**config.mk**
```make
export PLATFORM = sky130hd
export DESIGN_NAME = onchip_mem_arbiter
export DESIGN_NICKNAME = d
export VERILOG_FILES = /design/src/rtl/onchip_mem_arbiter.sv
export SDC_FILE = /design/constraint.sdc
export NUM_CORES = 1
export LEC_CHECK = 0
export ABC_AREA = 1
export BUFFER_PORTS_ARGS = -buffer_cell sky130_fd_sc_hd__buf_2
export CELL_PAD_IN_SITES_DETAIL_PLACEMENT = 2
export CELL_PAD_IN_SITES_GLOBAL_PLACEMENT = 2
export CORE_MARGIN = 2
export CORE_UTILIZATION = 10
export CTS_CLUSTER_DIAMETER = 40
export DETAILED_ROUTE_END_ITERATION = 10
export PLACE_DENSITY = 0.79
export SYNTH_ARGS = -nofsm -noshare
export SYNTH_HDL_FRONTEND = slang
export SYNTH_SLANG_ARGS = --single-unit
```
**constraint.sdc**
```tcl
create_clock -name clk_i -period 1.98 [get_ports clk_i]
set_input_delay 0 -clock clk_i [delete_from_list [all_inputs] [get_ports clk_i]]
set_output_delay 0 -clock clk_i [all_outputs]
set_load 0.005 [all_outputs]
```
**src/rtl/onchip_mem_arbiter.sv**
```systemverilog
// Round-robin, bounded-hold arbiter giving two Avalon-MM masters shared use of a single-port on-chip RAM.
// Optional address range checking is enabled by defining ARB_BOUNDS_CHECK_EN.
module onchip_mem_arbiter #(
    parameter int ADDR_W    = 16,
    parameter int DATA_W    = 32,
    parameter int MEM_DEPTH = 51200,
    parameter int MAX_HOLD  = 4
) (
    input  logic                clk_i,
    input  logic                reset_i,
    input  logic [ADDR_W-1:0]   m0_address_i,
    input  logic [DATA_W/8-1:0] m0_byteenable_i,
    input  logic                m0_read_i,
    input  logic                m0_write_i,
    input  logic [DATA_W-1:0]   m0_writedata_i,
    output logic                m0_waitrequest_o,
    output logic [DATA_W-1:0]   m0_readdata_o,
    output logic                m0_readdatavalid_o,
    input  logic [ADDR_W-1:0]   m1_address_i,
    input  logic [DATA_W/8-1:0] m1_byteenable_i,
    input  logic                m1_read_i,
    input  logic                m1_write_i,
    input  logic [DATA_W-1:0]   m1_writedata_i,
    output logic                m1_waitrequest_o,
    output logic [DATA_W-1:0]   m1_readdata_o,
    output logic                m1_readdatavalid_o,
    output logic [ADDR_W-1:0]   mem_address_o,
    output logic [DATA_W/8-1:0] mem_byteenable_o,
    output logic                mem_chipselect_o,
    output logic                mem_write_o,
    output logic [DATA_W-1:0]   mem_writedata_o,
    output logic                mem_clken_o,
    input  logic [DATA_W-1:0]   mem_readdata_i,
    output logic                err_oob_o
);
    localparam int BE_W = DATA_W / 8;
    localparam int HC_W = $clog2(MAX_HOLD + 1);
`ifdef ARB_BOUNDS_CHECK_EN
    localparam bit BOUNDS_EN = 1'b1;
`else
    localparam bit BOUNDS_EN = 1'b0;
`endif

    typedef enum logic [1:0] {IDLE, OWN0, OWN1} state_t;

    state_t            state_q, state_d;
    logic [HC_W-1:0]   hold_q, hold_d;
    logic              rr_last_q, rr_last_d;
    logic              rd_pend_q, rd_owner_q, rd_zero_q;

    logic              req0, req1, gnt0, gnt1, gnt_any;
    logic [ADDR_W-1:0] acc_addr;
    logic [BE_W-1:0]   acc_be;
    logic [DATA_W-1:0] acc_wd, rd_data;
    logic              acc_wr, oob, rd_vld;

    assign req0 = m0_read_i | m0_write_i;
    assign req1 = m1_read_i | m1_write_i;

    always_comb begin
        state_d   = state_q;
        hold_d    = hold_q;
        rr_last_d = rr_last_q;
        gnt0      = 1'b0;
        gnt1      = 1'b0;
        case (state_q)
            OWN0: begin
                if (req0 && (!req1 || hold_q < HC_W'(MAX_HOLD))) gnt0 = 1'b1;
                else if (req1)                                   gnt1 = 1'b1;
            end
            OWN1: begin
                if (req1 && (!req0 || hold_q < HC_W'(MAX_HOLD))) gnt1 = 1'b1;
                else if (req0)                                   gnt0 = 1'b1;
            end
            default: begin
                // Tie from idle goes to whoever did not own the RAM last.
                if (req0 && req1) begin
                    gnt0 = rr_last_q;
                    gnt1 = !rr_last_q;
                end else begin
                    gnt0 = req0;
                    gnt1 = req1;
                end
            end
        endcase
        if (reset_i) begin
            gnt0 = 1'b0;
            gnt1 = 1'b0;
        end
        if (gnt0) begin
            state_d   = OWN0;
            rr_last_d = 1'b0;
            if (state_q != OWN0)                 hold_d = HC_W'(1);
            else if (hold_q < HC_W'(MAX_HOLD))   hold_d = hold_q + HC_W'(1);
        end else if (gnt1) begin
            state_d   = OWN1;
            rr_last_d = 1'b1;
            if (state_q != OWN1)                 hold_d = HC_W'(1);
            else if (hold_q < HC_W'(MAX_HOLD))   hold_d = hold_q + HC_W'(1);
        end else begin
            state_d = IDLE;
            hold_d  = '0;
        end
    end

    always_comb begin
        acc_addr = m0_address_i;
        acc_be   = m0_byteenable_i;
        acc_wd   = m0_writedata_i;
        acc_wr   = m0_write_i;
        if (gnt1) begin
            acc_addr = m1_address_i;
            acc_be   = m1_byteenable_i;
            acc_wd   = m1_writedata_i;
            acc_wr   = m1_write_i;
        end
    end

    assign gnt_any = gnt0 | gnt1;
    assign oob     = BOUNDS_EN && (32'(acc_addr) >= 32'(MEM_DEPTH));

    assign m0_waitrequest_o = !gnt0;
    assign m1_waitrequest_o = !gnt1;
    assign mem_address_o    = acc_addr;
    assign mem_byteenable_o = acc_wr ? acc_be : '1;
    assign mem_writedata_o  = acc_wd;
    assign mem_chipselect_o = gnt_any && !oob;
    assign mem_write_o      = gnt_any && acc_wr && !oob;
    assign mem_clken_o      = 1'b1;

    always_ff @(posedge clk_i) begin
        if (reset_i) begin
            state_q    <= IDLE;
            hold_q     <= '0;
            rr_last_q  <= 1'b1;
            rd_pend_q  <= 1'b0;
            rd_owner_q <= 1'b0;
            rd_zero_q  <= 1'b0;
        end else begin
            state_q    <= state_d;
            hold_q     <= hold_d;
            rr_last_q  <= rr_last_d;
            rd_pend_q  <= gnt_any && !acc_wr;
            rd_owner_q <= gnt1;
            rd_zero_q  <= oob;
        end
    end

    // A reset landing in the response cycle kills the pending valid immediately.
    assign rd_vld  = rd_pend_q && !reset_i;
    assign rd_data = rd_zero_q ? '0 : mem_readdata_i;

    assign m0_readdatavalid_o = rd_vld && !rd_owner_q;
    assign m1_readdatavalid_o = rd_vld && rd_owner_q;
    assign m0_readdata_o      = m0_readdatavalid_o ? rd_data : '0;
    assign m1_readdata_o      = m1_readdatavalid_o ? rd_data : '0;

`ifdef ARB_BOUNDS_CHECK_EN
    logic err_oob_q;
    always_ff @(posedge clk_i) begin
        if (reset_i)               err_oob_q <= 1'b0;
        else if (gnt_any && oob)   err_oob_q <= 1'b1;
    end
    assign err_oob_o = err_oob_q;
`else
    assign err_oob_o = 1'b0;
`endif

endmodule

```
Word level (Yosys, flattened, before mapping)
Index checks and enable logic that the tools add are counted.

Bits in registers: 8. Input port bits: 142. Logic and storage cells: 63. Output and inout port bits: 124.

Eq/ne operators: 4. $lt $le $gt $ge: 1. Reductions and logical operators: 20. $add $sub $neg: 1. Muxes and demuxes: 28. Bitwise operators: 3.

Operators by type and width (count): 32-bit 2-to-1 mux (3); 16-bit 2-to-1 mux (1); 3-bit 2-to-1 mux (5); 1-bit 2-to-1 mux (14); 1-bit logical AND (8); 1-bit zero test (8); 4-bit 2-to-1 mux (2); 1-bit case mux with 2 select lines (2); 3-bit by 1-bit adder with 3-bit output, second input constant (1); 3-bit less-than comparator, second input constant (1); 1-bit OR (3); 2-bit by 1-bit == test with 1-bit output, second input constant (1); 2-bit == test, second input constant (1); 1-bit logical OR (2); 2-bit 2-to-1 mux (1); 2-bit by 1-bit inequality test with 1-bit output, second input constant (1); 2-bit inequality test, second input constant (1); 2-bit nonzero test (1); 2-bit OR reduction (1).

Longest topological paths before layout
Word-level depth: 10. Gate-level depth with buffers: 12. Depth with buffers taken out: 11.

Worst setup path after synthesis
No wires, ideal clock.

Kind: register -> register. From: register state_q[0]. To: register rd_pend_q. Data required time: 1.864 ns. Stages on the path, launching flop included: 10. Setup slack: 0.539 ns. Setup time: 0.116 ns. Data arrival time: 1.326 ns. Clock period less this slack: 1.441 ns. Path buffers: 1. Cells stage by stage: dfxtp_1 > inv_1 > ha_1 > inv_1 > nand3_4 > nand3_4 > buf_6 > nand2_1 > inv_1 > nor2_1.

Elaborated cells on any way between the ends: 10. Those cells by class: eq/ne (2); mux (5); bitwise (1); reduce/logical (2).

RTL lines: start, declared (line 46) `state_t state_q, state_d;`; start signal, assigned (line 140) `state_q <= state_d;`; 2-bit == test or 2-bit by 1-bit == test with 1-bit output (tied branches) (line 66) `case (state_q)`; 1-bit case mux with 2 select lines (line 66); 1-bit 2-to-1 mux (line 86) `if (reset_i) begin`; 1-bit OR (*) (line 119) `assign gnt_any = gnt0 | gnt1;`; named net mem_chipselect_o (line 29) `output logic mem_chipselect_o,`; 1-bit logical AND (*) (line 143) `rd_pend_q <= gnt_any && !acc_wr;`; end signal, assigned (line 143); end, declared (line 49) `logic rd_pend_q, rd_owner_q, rd_zero_q;`.

The timed path passes the listed nets; every way through them passes the cells marked *. A chain may end at the register's enable or synchronous reset.

Final worst setup path
From: register state_q[1]. To: output port mem_byteenable_o[0].

Cells in the longest elaborated chain, start to end: 5. Elaborated cells on any way between the ends: 7. Those cells by class: eq/ne (2); mux (5).

RTL lines: 2-bit == test or 2-bit by 1-bit == test with 1-bit output (tied branches) (line 66); 1-bit case mux with 2 select lines (*) (line 66); 1-bit 2-to-1 mux (*) (line 86); 4-bit 2-to-1 mux or 1-bit 2-to-1 mux (tied branches) (line 111) `if (gnt1) begin`; 4-bit 2-to-1 mux (*) (line 125) `assign mem_byteenable_o = acc_wr ? acc_be : '1;`; end, declared (line 28) `output logic [DATA_W/8-1:0] mem_byteenable_o,`.

Every way passes the cells marked *; elsewhere a longest branch is shown, timed or not.

==> out/results.ini <==
[timing]
max_slew.worst_pin.slew_ns = 0.510
setup_tns_ns = 0
finalHoldViolCount = 0
rsz0062_at_grt = no
period_minus_slack_ns = 1.86
slew_headroom_pct = 66.0
max_freq_mhz = 537
setup_viol_count_final = 0
period_share_pct = 94.0
slew_viol_final = 0
fin_skew_ns = 0.00264
timing.hold.ws_ns = 0.172

[power]
ir_drop_mv = 0.280
cellLeakagePower_nw = 2.43
total_power_w = 0.00339
power_density_nw_per_um2 = 961

[global_route]
antenna_found_initial = 0
grt_pass1_vias = 3388
globalRouteOverflowTotal = 0
grt_first_pass_wirelength_um = 17800
grt_max_degree = 27
gr-usage-all-layers_pct = 12.8

[detailed_routing]
firstDrtPassIters = 4
vias = 3232
drtIter0Drc = 51
via_per_inst = 3.77
antenna_left = 0
wl_per_cell_um = 14.7
drc = 0
wirelength_um = 12600

[clocking]
cts_hold_buf = 0
cts_buffer_depth = 2
tritoncts = built
clk_latency_ns = 0.23
cts.reportedPaths.clkPinSlew_ns = 0.04
cts_sinks = 8
cts_made_buffers = 3
htreeDepth = 1
cts-root-buf = clkbuf_16

[synthesis]
yosysTopAreaCell = nand2_1
synth.yosys.warnings = 0
synth.top_cell.area_share_pct = 40.1
synth-main-ff-cell = dfxtp_1
async_reset_ff_share_pct = 0
yosys-top-cells-area = nand2_1, nor2_1, inv_1, dfxtp_1, nand4_1
yosysMostFrequentCell = nand2_1
synthCells = 376
syn_area_um2 = 1700
postSynthAreaPerCell_um2 = 4.51
ys_ff_latch = 8
ys_types = 22
synth_seq_area_share_pct = 9.45
synth_common_cells = nand2_1, nor2_1, inv_1, dfxtp_1, nand4_1
synth_edf_count = 0
synth_fp_nets = 521

[critical_path]
reg2reg_slack_ns = 0.37
worstReg2RegEnd = rd_pend_q$_SDFF_PP0_
end_kind = output port
worstPathArrival_ns = 1.86
crit_fanout = 13
r2r-start = state_q[0]$_SDFF_PP0_
worstSetupPathType = register to output port
critPathRequiredTime_ns = 1.98
r2r_cells = 10
start_kind = register

[cells_and_area]
diodes = 0
drive_above_1_share_pct = 47.1
design_area_um2 = 3530
areaGrowthSynthToFinish_pct = 108
final_nets = 784

[outcome]
status = finished, final reports clean

[floorplan]
ios = 266
die_area_um2 = 18000
die_w_um = 134
start_util_pct = 10.2
die_y_um = 134
rows = 47
core-area_um2 = 16600

[placement]
portBuffers = 263
place.gp.congestion = 0.792
dp_hpwl_um = 9730
placed_cell_area_um2 = 3240

[min_path]
hold_class = input pin to register
holdCritStartpoint = m0_write_i
holdPathEnd = rd_pend_q$_SDFF_PP0_
whs_path_depth = 4

[job]
maxCapViolCount = 0

-- worst max path at each step --
stage	to	startpoint	slack, ns
3_3_place_gp	mem_write_o	state_q[0]$_SDFF_PP0_	0.24
3_5_place_dp	mem_address_o[1]	state_q[1]$_SDFF_PP0_	0.16
5_1_grt	mem_write_o	hold_q[2]$_SDFF_PP0_	0.003
6_report	mem_byteenable_o[0]	state_q[1]$_SDFF_PP0_	0.12
4_1_cts	mem_write_o	state_q[1]$_SDFF_PP0_	-0.01
2_1_floorplan	rd_pend_q$_SDFF_PP0_	state_q[0]$_SDFF_PP0_	0.54
-- cell families (layout without fill, tap and decap cells) --
family | after synthesis | count (layout) | synth area share [%]
xor gates and xnor gates | 1 | 1 | 0.517
and+or+nand+nor | 276 | 276 | 65.2
AOI/OAI and AO/OA | 5 | 5 | 1.48
adders and majority gates | 3 | 3 | 2.21
buffers and inverters | 81 | 342 | 20.7
other | 2 | 2 | 0.443
DFF | 8 | 8 | 9.45
-- timing repair --
item / in CTS / in global routing
endpoints found under the hold margin: 0 / 0
pin swaps: 2 / 2
endpoints found under the setup margin: 51 / 52
resized for setup: 10 / 13
buffers inserted: 4 / 0
gates cloned: 3 / 1
-- through the flow --
stage	setup slack (ns)	std cells	utilization (%)
after floorplan	0.539	376	-
after global placement	0.242	846	19.5
after detailed placement	0.156	846	19.5
after CTS	-0.0138	856	20.9
after global routing	0.00314	857	21.3
final	0.119	857	21.3
-- layer usage --
metal	GRT usage [%]	part of all wire (%)
met5	0	0
met4	1.64	0.32
met3	3.25	8.6
met2	25.7	53
met1	13.4	38
-- flip-flops by register name (all words and copies together) (netlist names) --
name        flops
rd_pend_q       1
hold_q          3
rd_owner_q      1
rr_last_q       1
state_q         2
-- cell type report --
type                            instances  area [µm²]
Fill cell                            2137       13100
Clock buffer                            3        75.1
Tap cell                              220         275
Sequential cell                         8         163
Multi-Input combinational cell        287        1230
Timing Repair Buffer                  278        1560
Inverter                               61         236
-- where the power goes --
group | internal, W | total, W | switching [W] | leakage (nW)
clock | 0.000261 | 0.000342 | 0.0000818 | 0.0370
sequential | 0.000219 | 0.000250 | 0.0000305 | 0.0667
combinational | 0.00123 | 0.00280 | 0.00157 | 2.33
-- cells in the final DEF, fill, tap and decap left out --
master / instances
nor2_2: 1
a21oi_2: 1
dfxtp_1: 6
buf_16: 3
buf_4: 7
buf_6: 1
inv_2: 5
nor3_1: 2
clkbuf_16: 4
inv_8: 1
bufbuf_16: 1
nand3_4: 3
nand2_2: 3
buf_2: 263
or2_2: 1
o21ai_1: 1
buf_8: 1
o21ai_0: 3
nand2_1: 179
nand3_1: 6
ha_1: 1
ha_4: 2
nor2_1: 73
dfxtp_2: 2
xor2_1: 1
inv_1: 55
conb_1: 2
nand4_1: 8
buf_12: 1
-- critical path, cell delays in order, from the launching register on --
cell and delay, ns:
dfxtp_2 0.35, inv_2 0.05, ha_4 0.16, inv_2 0.08, a21oi_2 0.04, nand2_1 0.10
nand3_4 0.09, nand3_4 0.14, buf_8 0.16, buf_16 0.15, nand2_1 0.07, nand2_1 0.06
nand2_1 0.05, buf_2 0.13
Note: power is estimated with default switching activity, not from simulation.
